## src/rtl/val2_shifter_pipe_if.sv

```systemverilog
// Operand-2 generator bus: issue-side beat fields plus the result handshake.
interface val2_shifter_pipe_if #(
  parameter int WIDTH = 32
);
  logic             in_valid;
  logic             in_ready;
  logic             imm;
  logic             select;
  logic [11:0]      shift_operand;
  logic [WIDTH-1:0] rm;
  logic [7:0]       rs;
  logic             carry_in;
  logic             out_valid;
  logic             out_ready;
  logic [WIDTH-1:0] val_2;
  logic             carry_out;

  modport master (
    output in_valid, imm, select, shift_operand, rm, rs, carry_in, out_ready,
    input  in_ready, out_valid, val_2, carry_out
  );

  modport slave (
    input  in_valid, imm, select, shift_operand, rm, rs, carry_in, out_ready,
    output in_ready, out_valid, val_2, carry_out
  );
endinterface

```

## src/rtl/val2_shifter_pipe.sv

```systemverilog
// ARM operand-2 shifter, two register stages, result 2 cycles after accept.
// Valid/ready throughout: a stalled output holds, stage 1 buffers one beat, then in_ready drops.
module val2_shifter_pipe #(
  parameter int WIDTH = 32,
  parameter int SHW   = $clog2(WIDTH)
) (
  input  logic              clk,
  input  logic              rst,
  input  logic              flush,
  val2_shifter_pipe_if.slave bus
);

  typedef enum logic [1:0] {
    MODE_PASS  = 2'd0,
    MODE_ROT   = 2'd1,
    MODE_SHIFT = 2'd2,
    MODE_RRX   = 2'd3
  } mode_e;

  localparam logic [7:0] W8     = 8'(WIDTH);
  localparam logic [1:0] SH_LSL = 2'd0;
  localparam logic [1:0] SH_LSR = 2'd1;
  localparam logic [1:0] SH_ASR = 2'd2;
  localparam logic [1:0] SH_ROR = 2'd3;

  logic             s1_valid;
  mode_e            s1_mode;
  logic [1:0]       s1_type;
  logic [7:0]       s1_amt;
  logic [WIDTH-1:0] s1_val;
  logic             s1_cin;

  logic             out_valid_q;
  logic [WIDTH-1:0] val_2_q;
  logic             carry_q;

  logic             in_ready;
  logic             accept;
  logic             s1_adv;

  assign in_ready      = !s1_valid || !out_valid_q || bus.out_ready;
  assign accept        = bus.in_valid && in_ready;
  assign s1_adv        = s1_valid && (!out_valid_q || bus.out_ready);
  assign bus.in_ready  = in_ready;
  assign bus.out_valid = out_valid_q;
  assign bus.val_2     = val_2_q;
  assign bus.carry_out = carry_q;

  // Stage 1 decode: every form is reduced to a mode, an 8-bit amount and a source value.
  mode_e            d_mode;
  logic [7:0]       d_amt;
  logic [WIDTH-1:0] d_val;
  logic [1:0]       d_type;
  logic [4:0]       imm_n;

  assign d_type = bus.shift_operand[6:5];
  assign imm_n  = bus.shift_operand[11:7];

  always_comb begin
    d_mode = MODE_SHIFT;
    d_amt  = '0;
    d_val  = bus.rm;
    if (bus.select) begin
      d_mode = MODE_PASS;
      d_val  = WIDTH'(bus.shift_operand);
    end else if (bus.imm) begin
      d_mode = MODE_ROT;
      d_val  = WIDTH'(bus.shift_operand[7:0]);
      d_amt  = {3'b000, bus.shift_operand[11:8], 1'b0};
    end else if (bus.shift_operand[4]) begin
      d_amt = bus.rs;
    end else if (imm_n != 5'd0) begin
      d_amt = {3'b000, imm_n};
    end else if (d_type == SH_ROR) begin
      d_mode = MODE_RRX;
    end else if (d_type != SH_LSL) begin
      // LSR #0 / ASR #0 stand for a full-width shift.
      d_amt = W8;
    end
  end

  always_ff @(posedge clk or negedge rst) begin
    if (!rst) begin
      s1_valid <= 1'b0;
      s1_mode  <= MODE_PASS;
      s1_type  <= '0;
      s1_amt   <= '0;
      s1_val   <= '0;
      s1_cin   <= 1'b0;
    end else begin
      if (flush) begin
        s1_valid <= 1'b0;
      end else if (accept) begin
        s1_valid <= 1'b1;
      end else if (s1_adv) begin
        s1_valid <= 1'b0;
      end
      if (accept) begin
        s1_mode <= d_mode;
        s1_type <= d_type;
        s1_amt  <= d_amt;
        s1_val  <= d_val;
        s1_cin  <= bus.carry_in;
      end
    end
  end

  // Stage 2: barrel shifts use the low SHW bits; the 8-bit amount picks the range rule.
  logic [SHW-1:0]   amt_lo;
  logic [SHW-1:0]   amt_m1;
  logic [SHW-1:0]   amt_neg;
  logic             amt_lt;
  logic             amt_eq;
  logic             msb;
  logic [WIDTH-1:0] shl;
  logic [WIDTH-1:0] shr;
  logic [WIDTH-1:0] asr;
  logic [WIDTH-1:0] rot;
  logic [WIDTH-1:0] res_v;
  logic             res_c;

  assign amt_lo  = s1_amt[SHW-1:0];
  assign amt_m1  = amt_lo - SHW'(1);
  assign amt_neg = SHW'(0) - amt_lo;
  assign amt_lt  = s1_amt < W8;
  assign amt_eq  = s1_amt == W8;
  assign msb     = s1_val[WIDTH-1];
  assign shl     = s1_val << amt_lo;
  assign shr     = s1_val >> amt_lo;
  assign asr     = $unsigned($signed(s1_val) >>> amt_lo);
  assign rot     = shr | (s1_val << amt_neg);

  always_comb begin
    res_v = s1_val;
    res_c = s1_cin;
    case (s1_mode)
      MODE_PASS: begin
        res_v = s1_val;
        res_c = s1_cin;
      end
      MODE_ROT: begin
        res_v = rot;
        res_c = (s1_amt == 8'd0) ? s1_cin : rot[WIDTH-1];
      end
      MODE_RRX: begin
        res_v = {s1_cin, s1_val[WIDTH-1:1]};
        res_c = s1_val[0];
      end
      default: begin
        if (s1_amt != 8'd0) begin
          case (s1_type)
            SH_LSL: begin
              res_v = amt_lt ? shl : '0;
              res_c = amt_lt ? s1_val[amt_neg] : (amt_eq && s1_val[0]);
            end
            SH_LSR: begin
              res_v = amt_lt ? shr : '0;
              res_c = amt_lt ? s1_val[amt_m1] : (amt_eq && msb);
            end
            SH_ASR: begin
              res_v = amt_lt ? asr : {WIDTH{msb}};
              res_c = amt_lt ? s1_val[amt_m1] : msb;
            end
            default: begin
              res_v = rot;
              res_c = (amt_lo == '0) ? msb : s1_val[amt_m1];
            end
          endcase
        end
      end
    endcase
  end

  always_ff @(posedge clk or negedge rst) begin
    if (!rst) begin
      out_valid_q <= 1'b0;
      val_2_q     <= '0;
      carry_q     <= 1'b0;
    end else begin
      if (flush) begin
        out_valid_q <= 1'b0;
      end else if (s1_adv) begin
        out_valid_q <= 1'b1;
      end else if (bus.out_ready) begin
        out_valid_q <= 1'b0;
      end
      if (s1_adv && !flush) begin
        val_2_q <= res_v;
        carry_q <= res_c;
      end
    end
  end

endmodule
```

## src/flat_wrapper.sv

```systemverilog
// flat-port wrapper written by rule: the top's interface ports become plain ports
module val2_shifter_pipe_flat 
#(
  parameter int WIDTH = 32,
  parameter int SHW   = $clog2(WIDTH)
)
  (clk, rst, flush, bus_in_valid, bus_imm, bus_select, bus_shift_operand, bus_rm, bus_rs, bus_carry_in, bus_out_ready, bus_in_ready, bus_out_valid, bus_val_2, bus_carry_out);
  val2_shifter_pipe_if #(.WIDTH(WIDTH)) bus_i ();
  input  logic clk;
  input  logic rst;
  input  logic flush;
  input wire logic [$bits(bus_i.in_valid)-1:0] bus_in_valid;
  input wire logic [$bits(bus_i.imm)-1:0] bus_imm;
  input wire logic [$bits(bus_i.select)-1:0] bus_select;
  input wire logic [$bits(bus_i.shift_operand)-1:0] bus_shift_operand;
  input wire logic [$bits(bus_i.rm)-1:0] bus_rm;
  input wire logic [$bits(bus_i.rs)-1:0] bus_rs;
  input wire logic [$bits(bus_i.carry_in)-1:0] bus_carry_in;
  input wire logic [$bits(bus_i.out_ready)-1:0] bus_out_ready;
  output wire logic [$bits(bus_i.in_ready)-1:0] bus_in_ready;
  output wire logic [$bits(bus_i.out_valid)-1:0] bus_out_valid;
  output wire logic [$bits(bus_i.val_2)-1:0] bus_val_2;
  output wire logic [$bits(bus_i.carry_out)-1:0] bus_carry_out;
  assign bus_i.in_valid = bus_in_valid;
  assign bus_i.imm = bus_imm;
  assign bus_i.select = bus_select;
  assign bus_i.shift_operand = bus_shift_operand;
  assign bus_i.rm = bus_rm;
  assign bus_i.rs = bus_rs;
  assign bus_i.carry_in = bus_carry_in;
  assign bus_i.out_ready = bus_out_ready;
  assign bus_in_ready = bus_i.in_ready;
  assign bus_out_valid = bus_i.out_valid;
  assign bus_val_2 = bus_i.val_2;
  assign bus_carry_out = bus_i.carry_out;
  val2_shifter_pipe #(.WIDTH(WIDTH), .SHW(SHW)) u_core (.clk(clk), .rst(rst), .flush(flush), .bus(bus_i));
endmodule
```

## config.mk

```make
export PLATFORM = sky130hd
export DESIGN_NAME = val2_shifter_pipe_flat
export DESIGN_NICKNAME = d
export VERILOG_FILES = /design/src/rtl/val2_shifter_pipe_if.sv /design/src/rtl/val2_shifter_pipe.sv /design/src/flat_wrapper.sv
export SDC_FILE = /design/constraint.sdc
export NUM_CORES = 1
export LEC_CHECK = 0
export ABC_AREA = 1
export CAP_MARGIN = 0
export CORE_ASPECT_RATIO = 1.2
export CORE_MARGIN = 1.5
export CORE_UTILIZATION = 32
export DETAILED_ROUTE_END_ITERATION = 8
export DONT_BUFFER_PORTS = 1
export PLACE_DENSITY_LB_ADDON = 0.15
export SYNTH_ARGS = -nofsm -noshare
export SYNTH_HDL_FRONTEND = slang
export SYNTH_SLANG_ARGS = --single-unit
```

## constraint.sdc

```tcl
create_clock -name clk -period 7.9 [get_ports clk]
set_input_delay 0.395 -clock clk [delete_from_list [all_inputs] [get_ports clk]]
set_output_delay 0.395 -clock clk [all_outputs]
set_load 0.1 [all_outputs]
```

# After elaboration in Yosys (flattened, before gate mapping)
# Cells that the tools add are included.
[word_totals] elab_cells=82 ff_bits=80 out_inout_bits=35
[classes] reduce_logical=20 magnitude_cmp=3 addsub=2 bitwise_logic=1 n_eq_ne=6 n_mux=37 shifts=4
[op_table] operator="$mux 32" count=6
[op_table] operator="$pmux 32 s3" count=2
[op_table] operator="$shl 32x5->32" count=2
[op_table] operator="$mux 8" count=5
[op_table] operator="$or 32x32->32" count=1
[op_table] operator="$shr 32x5->32" count=1
[op_table] operator="$sshr 32x5->32" count=1
[op_table] operator="$mux 1" count=15
[op_table] operator="$lt 5x6->1 const B" count=2
[op_table] operator="$bmux 1 s5" count=2
[op_table] operator="$eq 8x6->1 const B" count=1
[op_table] operator="$logic_not 8->1" count=1
[op_table] operator="$lt 8x6->1 const B" count=1
[op_table] operator="$mux 2" count=4
[op_table] operator="$reduce_bool 8->1" count=1
[op_table] operator="$eq 2x2->1 const B" count=3
[op_table] operator="$mux 6" count=1
[op_table] operator="$pmux 1 s3" count=2
[op_table] operator="$reduce_bool 3->1" count=2
[op_table] operator="$logic_and 1x1->1" count=5
[op_table] operator="$logic_not 5->1" count=1
[op_table] operator="$reduce_bool 5->1" count=1
[op_table] operator="$sub 1x5->5 const A" count=1
[op_table] operator="$sub 5x1->5 const B" count=1
[op_table] operator="5 further kinds" count=11

# Logic depth before layout (Yosys ltp)
# Gate-level depths: netlist of the first run.
[logic_depth] word_depth=7 depth_mapped=19 ltp_nobuf=17

# Worst setup path before layout of the first run
# No wires, ideal clock.
[synth_path] path_type="reg2reg" start="register u_core.out_valid_q (netlist: u_core.bus.out_valid)" end="register u_core.s1_val[25]" synth_period_minus_slack_ns=2.905 stages_incl_launch_ff=10 n_path_buf=2 required_time_ns=7.769 arrival_ns=2.774 slack_ns=4.995 setup_time_ns=0.131 cell_sequence="dfrtp_1 inv_1 nor2_1 nand2_1 nand2_1 inv_1 clkbuf_1 clkbuf_1 nand3_1 o21ai_0"
[synth_between] elab_chain_len=4
[synth_lines] element="start, declared" line="val2_shifter_pipe.sv:33" source="logic out_valid_q;"
[synth_lines] element="start signal, assigned" line="val2_shifter_pipe.sv:176" source="out_valid_q <= 1'b0;"
[synth_lines] element="start signal, assigned" line="val2_shifter_pipe.sv:181" source="out_valid_q <= 1'b0;"
[synth_lines] element="start signal, assigned" line="val2_shifter_pipe.sv:183" source="out_valid_q <= 1'b1;"
[synth_lines] element="$logic_not 1->1" line="val2_shifter_pipe.sv:41" source="assign in_ready = !s1_valid || !out_valid_q || bus.out_ready;"
[synth_lines] element="$logic_or 1x1->1 (2 in a row)" line="val2_shifter_pipe.sv:41"
[synth_lines] element="via bus_in_ready" line="flat_wrapper.sv:20" source="output wire logic [$bits(bus_i.in_ready)-1:0] bus_in_ready;"
[synth_lines] element="$logic_and 1x1->1" line="val2_shifter_pipe.sv:42" source="assign accept = bus.in_valid && in_ready;"
[synth_lines] element="end signal, assigned" line="val2_shifter_pipe.sv:102" source="s1_val <= d_val;"
[synth_lines] element="end, declared" line="val2_shifter_pipe.sv:30" source="logic [WIDTH-1:0] s1_val;"
# The timed path passes the listed nets, and every way through them passes these cells.
# A chain may end at the register's enable or synchronous reset.

# Final worst setup path of the first run
[layout_path] start="register u_core.out_valid_q (netlist: u_core.bus.out_valid)" end="register u_core.s1_amt[5]"
[layout_between] elab_chain_len=4
[layout_lines] element="$logic_not 1->1" line="val2_shifter_pipe.sv:41"
[layout_lines] element="$logic_or 1x1->1 (2 in a row)" line="val2_shifter_pipe.sv:41"
[layout_lines] element="via bus_in_ready" line="flat_wrapper.sv:20"
[layout_lines] element="$logic_and 1x1->1" line="val2_shifter_pipe.sv:42"
[layout_lines] element="end signal, assigned" line="val2_shifter_pipe.sv:101" source="s1_amt <= d_amt;"
[layout_lines] element="end, declared" line="val2_shifter_pipe.sv:29" source="logic [7:0] s1_amt;"
# The timed path passes the listed nets, and every way through them passes these cells.

==> impl_results.md, run 1 <==
- Status: finished, final reports clean
- Syn Std Cell Area: 10360 um2
- MaxCap Viol Count: 0
- Via Count: 13920
- Residual DRC count: 0
- Total GRT Usage: 0.3629
- Met3 Track Usage GR: 0.04338
- Most common cell after layout, fill and taps aside: nand3_1
- Hold WC Path Type: in2reg
- DR vias/cell: 6.305
- Yosys top cell by area: nand3_1
- Routed wire per std cell: 27.68 um
- R2R Setup Slk: 3.73 ns
- Synth top area cells: nand3_1, nand2_1, dfrtp_1
- Grt ovf: 0
- Final std cells w/o fill: 2207
- # nets final: 1858
- Initial antenna violation count: 1
- CTS root buf: clkbuf_16
- First-pass GRT wire length: 88930 um
- Async S/R FF share, synth: 1.000
- CTS clock-pin slew for the worst setup and hold paths: 0.06 ns
- Mapped Nets: 1944
- Fraction of layout cells with a size suffix above 1: 0.04056
- CTS buffer count: 9
- Reg2Reg Capture Point: u_core.s1_amt[5]$_DFFE_PN0P_
- Fin Setup TNS: 0 ns
- Setup violations, final: 0
- Crit path capture: u_core.s1_amt[5]$_DFFE_PN0P_
- TritonCTS clock tree: done
- Yosys Warn Count: 0
- FF-to-FF Start: u_core.bus.out_valid$_DFFE_PN0P_
- Synth top area share: 0.2827
- Critical path type: reg2reg
- Primary FF master, synth: dfrtp_1
- Hold Vio Cnt, Final: 0
- CTS Buffer Depth: 2
- N_diodes: 0
- Total power: 2.732 mW
- Vias in the first global route: 12900
- Cell count of the worst reg-to-reg path: 8
- M1 GR Usage: 0.4900
- Nature of the critical path endpoint: flop
- Clock skew: 0.009376 ns
- Placed insts: 2189
- Clk Latency, worst-skew pair: 0.35 ns
- Global placement routability congestion: 1.016
- Design area: 10830 um2
- Seq/Total Area, Yosys: 0.1933
- Ports: 95
- Required @ worst endpoint: 8.12 ns
- Die Wd: 167.2 um
- Max Fclk: 0.2397 GHz
- Pre-Repair DR Iteration Count: 6
- Number of core rows: 72
- Commonest cells after routing, fill and taps aside: nand3_1, nand2_1, nor2_1
- Die height: 200.1 um
- Worst IR Drop VDD: 0.1961 mV
- RSZ-0062 raised after global routing: false
- Grt met2 use: 0.5712
- CP Max Fanout: 36
- Sink Count: 80
- Hold WS: 0.09868 ns
- Period utilization: 0.5281
- Fin. max-slew vios: 0
- 1st-iter DRT viols: 1835
- Power per standard cell area: 252.3 nW/um2
- Area delta synth->final: 4.567%
- Cell Area, Placed: 10510 um2
- Worst-Margin Slew: 1.080 ns
- Port Buffers: 0
- Initial core utilization: 0.3229
- Placeable core area: 32070 um2
- CTS HTree Levels: 3
- Slew margin rel.: 0.2803
- Leakage power: 5.145 nW
- DIE AREA: 33460 um2
- Placed wire-length estimate: 45260 um
- Crit. Startpoint: u_core.bus.out_valid$_DFFE_PN0P_
- Number of synthesized flops with an enable pin: 0
- CP arrival: 4.39 ns
- Largest net degree at the start of global routing: 81
- Most used routing layer: met2
- Count of unique library cells instantiated by Yosys: 42
- Mapped Avg Cell Area: 5.506 um2
- DRT antenna net count: 0
- #FFs+latches synth: 80
- Type of origin of the critical path: flop
- Post-Synthesis Cells: 1881
- Total Wirelength: 61090 um
- Tmin final: 4.172 ns
==> per-layer routing <==
layer	wire, um	vias up
met5	12	-
met4	3641	2
met3	5744	154
met2	26560	896
met1	25130	6580
li1	-	6284
==> metrics by stage <==
step | utilization | worst slack (ns)
global placement | 0.3276 | 3.819
global route | 0.3377 | 3.322
detailed placement | 0.3276 | 3.750
floorplan | - | 4.995
finish | 0.3377 | 3.728
CTS | 0.3377 | 3.737
==> sequential cells by signal, indices dropped and copies added (netlist names), 2 cells and up <==
name	cells
u_core.bus.val_2	32
u_core.s1_type	2
u_core.s1_mode	2
u_core.s1_val	32
u_core.s1_amt	8
==> power by group <==
| group | internal, mW | switching, mW | leakage, nW | total [mW] |
|---|---|---|---|---|
| combinational | 0.368 | 1.03 | 4.02 | 1.40 |
| clock | 0.233 | 0.190 | 0.140 | 0.423 |
| sequential | 0.463 | 0.445 | 0.985 | 0.908 |
| total | 1.06 | 1.67 | 5.15 | 2.73 |
==> cells in the mapped netlist, types with 5 or more instances <==
library cell,n
dfrtp_1,80
buf_1,22
a31oi_1,6
o22ai_1,19
nand4_1,26
inv_2,5
o211ai_1,40
clkbuf_1,54
o21ai_0,65
and2_1,7
buf_4,5
nor3_1,10
a21oi_1,92
nand3_1,585
buf_2,41
nor2_1,110
buf_6,7
nand3b_1,5
o21ai_1,6
inv_1,84
nor3b_1,8
nand2_1,565
==> repair_timing <==
action | CTS | global route
endpoints found under the hold margin | 80 | 0
buffers inserted | 0 | 0
hold buffers | 2 | 0
resized for setup | 0 | 0
==> cell families after synthesis <==
group / share of synthesized area
adder cells (fa/ha/maj): 0.003625
buffers and inverters: 0.09315
XOR/XNOR: 0.004229
flip-flops: 0.1933
AND/OR/NAND/NOR: 0.5699
AO/OA/AOI/OAI: 0.1358
==> cell type report <==
class	count	area, um2
fillers	3763	21240
clock buffers	13	260.3
repair buffers	32	262.8
inverters	94	357.8
flip-flops and latches	80	2006
clock inverters	3	26.28
multi-input cells	1578	7407
well taps	407	509.2
==> worst min path at each step <==
stage	from	endpoint	depth (start not counted)
after floorplan	rst	u_core.bus.carry_out$_DFFE_PN0P_	0
after global placement	rst	u_core.bus.val_2[0]$_DFFE_PN0P_	0
after detailed placement	rst	u_core.bus.val_2[0]$_DFFE_PN0P_	0
after CTS	flush	u_core.s1_valid$_DFFE_PN0P_	1
after global routing	flush	u_core.s1_valid$_DFFE_PN0P_	1
final	flush	u_core.s1_valid$_DFFE_PN0P_	1
==> critical path: stages (launching register included) <==
cell      delay, ns
dfrtp_1        0.93
inv_1          0.09
nor2_1         0.22
nand2_1        0.63
nand2_1        0.67
clkinv_1       0.75
buf_4          0.50
nand2_1        0.15
o22ai_1        0.09
No activity file was read; power rests on OpenSTA's default activity.
==> run 2: changes to the inputs <==
Clock period 7.9 ns to 3.6 ns, I/O delays scaled along.
==> impl_results.md, run 2 (same netlist as run 1, synthesis figures left out) <==
- CP arrival: 3.20 ns
- DR vias/cell: 6.214
- Critical path type: reg2reg
- R2R Setup Slk: 0.64 ns
- CTS Hold Bufs: 26
- Number of core rows: 72
- Cell Chain, Critical Path: inv_6 > ha_1 > inv_2 > nand3_1 > nand3_1 > nand3_1 > nand3_1 > nand3_1 > o21ai_0 > nand2_1 > nand2_1 > a21oi_1
- FF-to-FF Start: u_core.s1_amt[0]$_DFFE_PN0P_
- Ports: 95
- Design area: 11310 um2
- DIE AREA: 33460 um2
- DRT antenna net count: 0
- Most common cell after layout, fill and taps aside: nand3_1
- TritonCTS clock tree: done
- CP most frequent cell: nand3_1
- Setup violations, final: 0
- Die Wd: 167.2 um
- 1st-iter DRT viols: 2118
- Sw Share: 0.6015
- Pre-Repair DR Iteration Count: 6
- Commonest cells after routing, fill and taps aside: nand3_1, nand2_1, nor2_1
- Hold WC Path Type: in2reg
- Multi-input gate area: 7407 um2
- Die height: 200.1 um
- Worst-Margin Slew: 1.119 ns
- Total Wirelength: 62240 um
- Cell count of the worst reg-to-reg path: 12
- Largest net degree at the start of global routing: 81
- Period utilization: 0.8215
- Initial core utilization: 0.3229
- CTS root buf: clkbuf_16
- # nets final: 1902
- Placeable core area: 32070 um2
- Hold-critical path endpoint: u_core.s1_val[23]$_DFFE_PN0P_
- Sink Count: 80
- Fraction of layout cells with a size suffix above 1: 0.05152
- Total GRT Usage: 0.3724
- First-pass GRT wire length: 90860 um
- Global placement routability congestion: 1.008
- Grt ovf: 0
- CTS buffer count: 9
- CP Max Fanout: 35
- Placed wire-length estimate: 47310 um
- Setup Fix Bufs, Post-CTS: 0
- Type of origin of the critical path: flop
- Seq pwr share: 0.318
- Hold Vio Cnt, Final: 0
- Status: finished, final reports clean
- Clock skew: 0.006849 ns
- Worst IR Drop VDD: 0.4480 mV
- CTS Buffer Depth: 2
- Cell Area, Placed: 10720 um2
- Post-place setup slack: 0.7646 ns
- CTS HTree Levels: 3
- Reg2Reg Capture Point: u_core.bus.val_2[19]$_DFFE_PN0P_
- Setup ws final: 0.6425 ns
- Total power: 6.218 mW
- Critical Path Max Stage Delay: 0.54 ns
- Area delta synth->final: 9.194%
- Post_cts resized: 0
- Crit path max-delay family: simple AND/OR/NAND/NOR gates
- MaxCap Viol Count: 0
- Slew margin rel.: 0.2537
- Routed wire per std cell: 27.63 um
- Initial antenna violation count: 2
- Max Fclk: 0.3381 GHz
- Sequential Area: 2006 um2
- Leakage power: 5.375 nW
- Int Pwr: 2.478 mW
- Fin Setup TNS: 0 ns
- Worst path bufs/invs: 2
- Tmin final: 2.958 ns
- Required @ worst endpoint: 3.85 ns
- Fin. max-slew vios: 0
- Nature of the critical path endpoint: flop
- Port Buffers: 0
- Final Core Density: 0.3526
- Slowest cell on the critical path: inv_2
- P_sw: 3.740 mW
- CTS clock-pin slew for the worst setup and hold paths: 0.06 ns
- Worst hold stages: 2
- Clk pwr share: 0.156
- # fillers: 3687
- Clk Latency, worst-skew pair: 0.36 ns
- RSZ-0062 raised after global routing: false
- Residual DRC count: 0
- Via Count: 14000
- Logic pwr share: 0.526
- Vias in the first global route: 13200
- Hold path startpoint: bus_rm[23]
- Power per standard cell area: 549.9 nW/um2
## run 2: worst register-to-register path, delay by kind of cell, from the launching register on
kind / cells / cell delay [ns]
compound gates: 2 / 0.33
buf+inv: 2 / 0.71
simple gates: 7 / 1.10
fa+ha+maj: 1 / 0.28
flops: 1 / 0.43
## run 2: worst max-delay path by stage
stage / from / to / slack [ns] / depth (start not counted)
2_1_floorplan: u_core.bus.out_valid$_DFFE_PN0P_ / u_core.s1_val[25]$_DFFE_PN0P_ / 0.70 / 9
3_3_place_gp: u_core.s1_type[0]$_DFFE_PN0P_ / u_core.bus.val_2[24]$_DFFE_PN0P_ / 0.66 / 11
3_5_place_dp: u_core.s1_amt[0]$_DFFE_PN0P_ / u_core.bus.val_2[29]$_DFFE_PN0P_ / 0.76 / 12
4_1_cts: u_core.s1_type[0]$_DFFE_PN0P_ / u_core.bus.val_2[18]$_DFFE_PN0P_ / 0.73 / 11
5_1_grt: u_core.s1_amt[0]$_DFFE_PN0P_ / u_core.bus.val_2[19]$_DFFE_PN0P_ / 0.39 / 12
6_report: u_core.s1_amt[0]$_DFFE_PN0P_ / u_core.bus.val_2[19]$_DFFE_PN0P_ / 0.64 / 12
## run 2: layer usage
| layer | up-vias | global-route usage | wire (um) | share of wire |
|---|---|---|---|---|
| met4 | 4 | 0.2322 | 4196 | 0.067 |
| met1 | 6633 | 0.4686 | 25220 | 0.41 |
| met2 | 811 | 0.5839 | 27020 | 0.43 |
| met3 | 177 | 0.08064 | 5782 | 0.093 |
| li1 | 6375 | - | - | - |
| met5 | - | 0 | 23 | 0.00037 |
## run 2: final cells by class
type                            count  share of cell area
Inverter                           94             0.03164
Sequential cell                    80              0.1774
Tap cell                          407             0.04503
Clock inverter                      5            0.004868
Antenna cell                        2           0.0004426
Multi-Input combinational cell   1578              0.6550
Clock buffer                       11             0.02235
Timing Repair Buffer               76             0.06329
## run 2: stage by stage
| step | cells | hold WS (ns) |
|---|---|---|
| 6_report | 2253 | 0.004065 |
| 5_1_grt | 2251 | 0.01398 |
| 4_1_cts | 2251 | 0.0006283 |
| 3_5_place_dp | 2209 | -0.1114 |
| 3_3_place_gp | 2209 | -0.1115 |
| 2_1_floorplan | 1881 | -0.1156 |
## run 2: power by group through the flow
stage | registers, mW | clock network (mW) | logic, mW
2_1_floorplan | 1.85 | 0 | 2.03
3_3_place_gp | 1.99 | 0 | 3.14
3_5_place_dp | 1.99 | 0 | 3.11
4_1_cts | 1.97 | 0.987 | 3.17
5_1_grt | 1.98 | 1.02 | 3.52
6_report | 1.98 | 0.972 | 3.27
==> run 3: changes to the inputs <==
Settings changed: ABC_AREA 1 to 0.
Clock period 3.6 ns to 2.9 ns, I/O delays scaled along.
==> impl_results.md, run 3 <==
- Status: finished with violations
- Failing checks: negative setup slack
- N_diodes: 0
- #FFs+latches synth: 80
- Number of core rows: 80
- Total Wirelength: 78740 um
- CTS root buf: clkbuf_16
- Most common cell after layout, fill and taps aside: buf_4
- Int Pwr: 4.601 mW
- Mapped Avg Cell Area: 8.872 um2
- Required @ worst endpoint: 3.19 ns
- Via Count: 15100
- Count of unique library cells instantiated by Yosys: 104
- Synth top area cells: dfrtp_1, mux4_2, mux2i_1
- CTS clock-pin slew for the worst setup and hold paths: 0.07 ns
- P_sw: 5.075 mW
- CTS Buffer Depth: 2
- Fraction of layout cells with a size suffix above 1: 0.4157
- Initial antenna violation count: 2
- Setup ws final: -0.05375 ns
- Most frequent cells after synthesis: nand2_1, nor2_1, mux2i_1
- Seq pwr share: 0.170
- Global placement routability congestion: 1.062
- DIE AREA: 41840 um2
- Max Fclk: 0.3386 GHz
- Async S/R FF share, synth: 1.000
- Tmin final: 2.954 ns
- Mapped Nets: 1528
- # nets final: 1850
- Primary FF master, synth: dfrtp_1
- Placed insts: 2226
- DRT antenna net count: 0
- Period utilization: 1.019
- Largest net degree at the start of global routing: 81
- Total GRT Usage: 0.3733
- Leakage power: 7.028 nW
- Sw Share: 0.5245
- Hold WC Path Type: in2reg
- Sequential Area: 2018 um2
- Setup violations, final: 12
- Yosys top cell by area: dfrtp_1
- Multi-input gate area: 10170 um2
- Worst-Margin Slew: 0.9503 ns
- Clk Latency, worst-skew pair: 0.40 ns
- CTS buffer count: 9
- Yosys Warn Count: 0
- Routed wire per std cell: 33.87 um
- Die Wd: 187.0 um
- Hold Vio Cnt, Final: 0
- Vias in the first global route: 14350
- First-pass GRT wire length: 111400 um
- Total power: 9.677 mW
- Fin Setup TNS: -0.2697 ns
- Post-Synthesis Cells: 1465
- Power per standard cell area: 546.8 nW/um2
- CP arrival: 3.25 ns
- Clk pwr share: 0.129
- Cell Area, Placed: 16020 um2
- Worst IR Drop VDD: 0.4000 mV
- Slew margin rel.: 0.3664
- Hold WS: 0.008585 ns
- Nature of the critical path endpoint: flop
- Logic pwr share: 0.701
- Final Core Density: 0.4431
- MaxCap Viol Count: 0
- Post-place setup slack: -0.5371 ns
- TritonCTS clock tree: done
- Synth top area share: 0.1540
- Type of origin of the critical path: flop
- Port Buffers: 0
- RSZ-0062 raised after global routing: true
- Initial core utilization: 0.3254
- Syn Std Cell Area: 13000 um2
- Critical path type: reg2reg
- Worst hold stages: 2
- Most frequent cell after synthesis: nand2_1
- Placeable core area: 39940 um2
- Die height: 223.8 um
- Residual DRC count: 0
- Placed wire-length estimate: 61030 um
- CTS HTree Levels: 3
- Number of synthesized flops with an enable pin: 0
- Final std cells w/o fill: 2325
- Cell count of the worst reg-to-reg path: 11
- Fin. max-slew vios: 0
- Commonest cells after routing, fill and taps aside: buf_4, nand2_1, nor2_1
- Area delta synth->final: 36.17%
- Clock skew: 0.01280 ns
- Design area: 17700 um2
- 1st-iter DRT viols: 1706
- # fillers: 3980
- CP Max Fanout: 6
- DR vias/cell: 6.496
- Ports: 95
- Sink Count: 80
- Seq/Total Area, Yosys: 0.1540
- Grt ovf: 0
- Pre-Repair DR Iteration Count: 6
[run 3: layout make-up]
type                    instances  area share
inverters                      11    0.002757
clock buffers                  10     0.01350
repair buffers                504      0.2545
flip-flops and latches         80      0.1140
well taps                     533     0.03768
multi-input cells            1181      0.5746
clock inverters                 6    0.002899
[run 3: metal layers]
layer  global-route usage  vias up  wire (um)
met4               0.2378        4       5757
met5                    0        -         27
met1               0.4834     7589      31650
met3              0.07019      234       6649
met2               0.5731      923      34650
li1                     -     6353          -
[run 3: repair_timing]
action | 4_1_cts | 5_1_grt
gates cloned | 2 | 2
hold buffers | 47 | 0
endpoints found under the hold margin | 120 | 0
endpoints found under the setup margin | 26 | 30
buffers inserted | 11 | 21
resized for setup | 52 | 80
pin swaps | 7 | 18
[run 3: path summary, 6_finish.rpt]
kind / start / endpoint / slack [ns]
max in group asynchronous: rst / u_core.bus.val_2[28]$_DFFE_PN0P_ / 2.13
worst min-delay path: bus_shift_operand[2] / u_core.s1_val[2]$_DFFE_PN0P_ / 0.009
worst min register to register: u_core.bus.val_2[9]$_DFFE_PN0P_ / u_core.bus.val_2[9]$_DFFE_PN0P_ / 0.53
worst max register to register: u_core.s1_amt[1]$_DFFE_PN0P_ / u_core.bus.val_2[22]$_DFFE_PN0P_ / -0.05
worst max-delay path: u_core.s1_amt[1]$_DFFE_PN0P_ / u_core.bus.val_2[22]$_DFFE_PN0P_ / -0.05
min in group asynchronous: rst / u_core.s1_val[26]$_DFFE_PN0P_ / 0.24
[run 3: kinds of logic (layout without fill, tap and decap cells)]
family	count (synthesis)	after routing	share of synthesized area
buffers and inverters	204	531	0.09954
adders and majority gates	4	4	0.003658
AOI/OAI and AO/OA	448	448	0.2433
and+or+nand+nor	456	456	0.1613
DFF	80	80	0.1540
xor gates and xnor gates	3	3	0.003178
muxes	270	270	0.3350
[run 3: worst max-delay path, stage by stage, from the launching register on]
cell      delay (ns)
dfrtp_4         0.45
clkinv_4        0.06
ha_4            0.32
buf_6           0.15
buf_6           0.11
mux2_4          0.28
mux4_2          0.52
nor2_2          0.12
nor3_2          0.05
or3_4           0.33
o32ai_2         0.26
o21ba_1         0.18
[run 3: power by group through the flow]
stage,clock (mW),combinational (mW),sequential [mW]
final,1.25,6.78,1.65
after global routing,1.30,6.98,1.66
after CTS,1.27,6.35,1.64
after detailed placement,0,6.08,1.66
after global placement,0,6.10,1.66
after floorplan,0,2.74,2.39
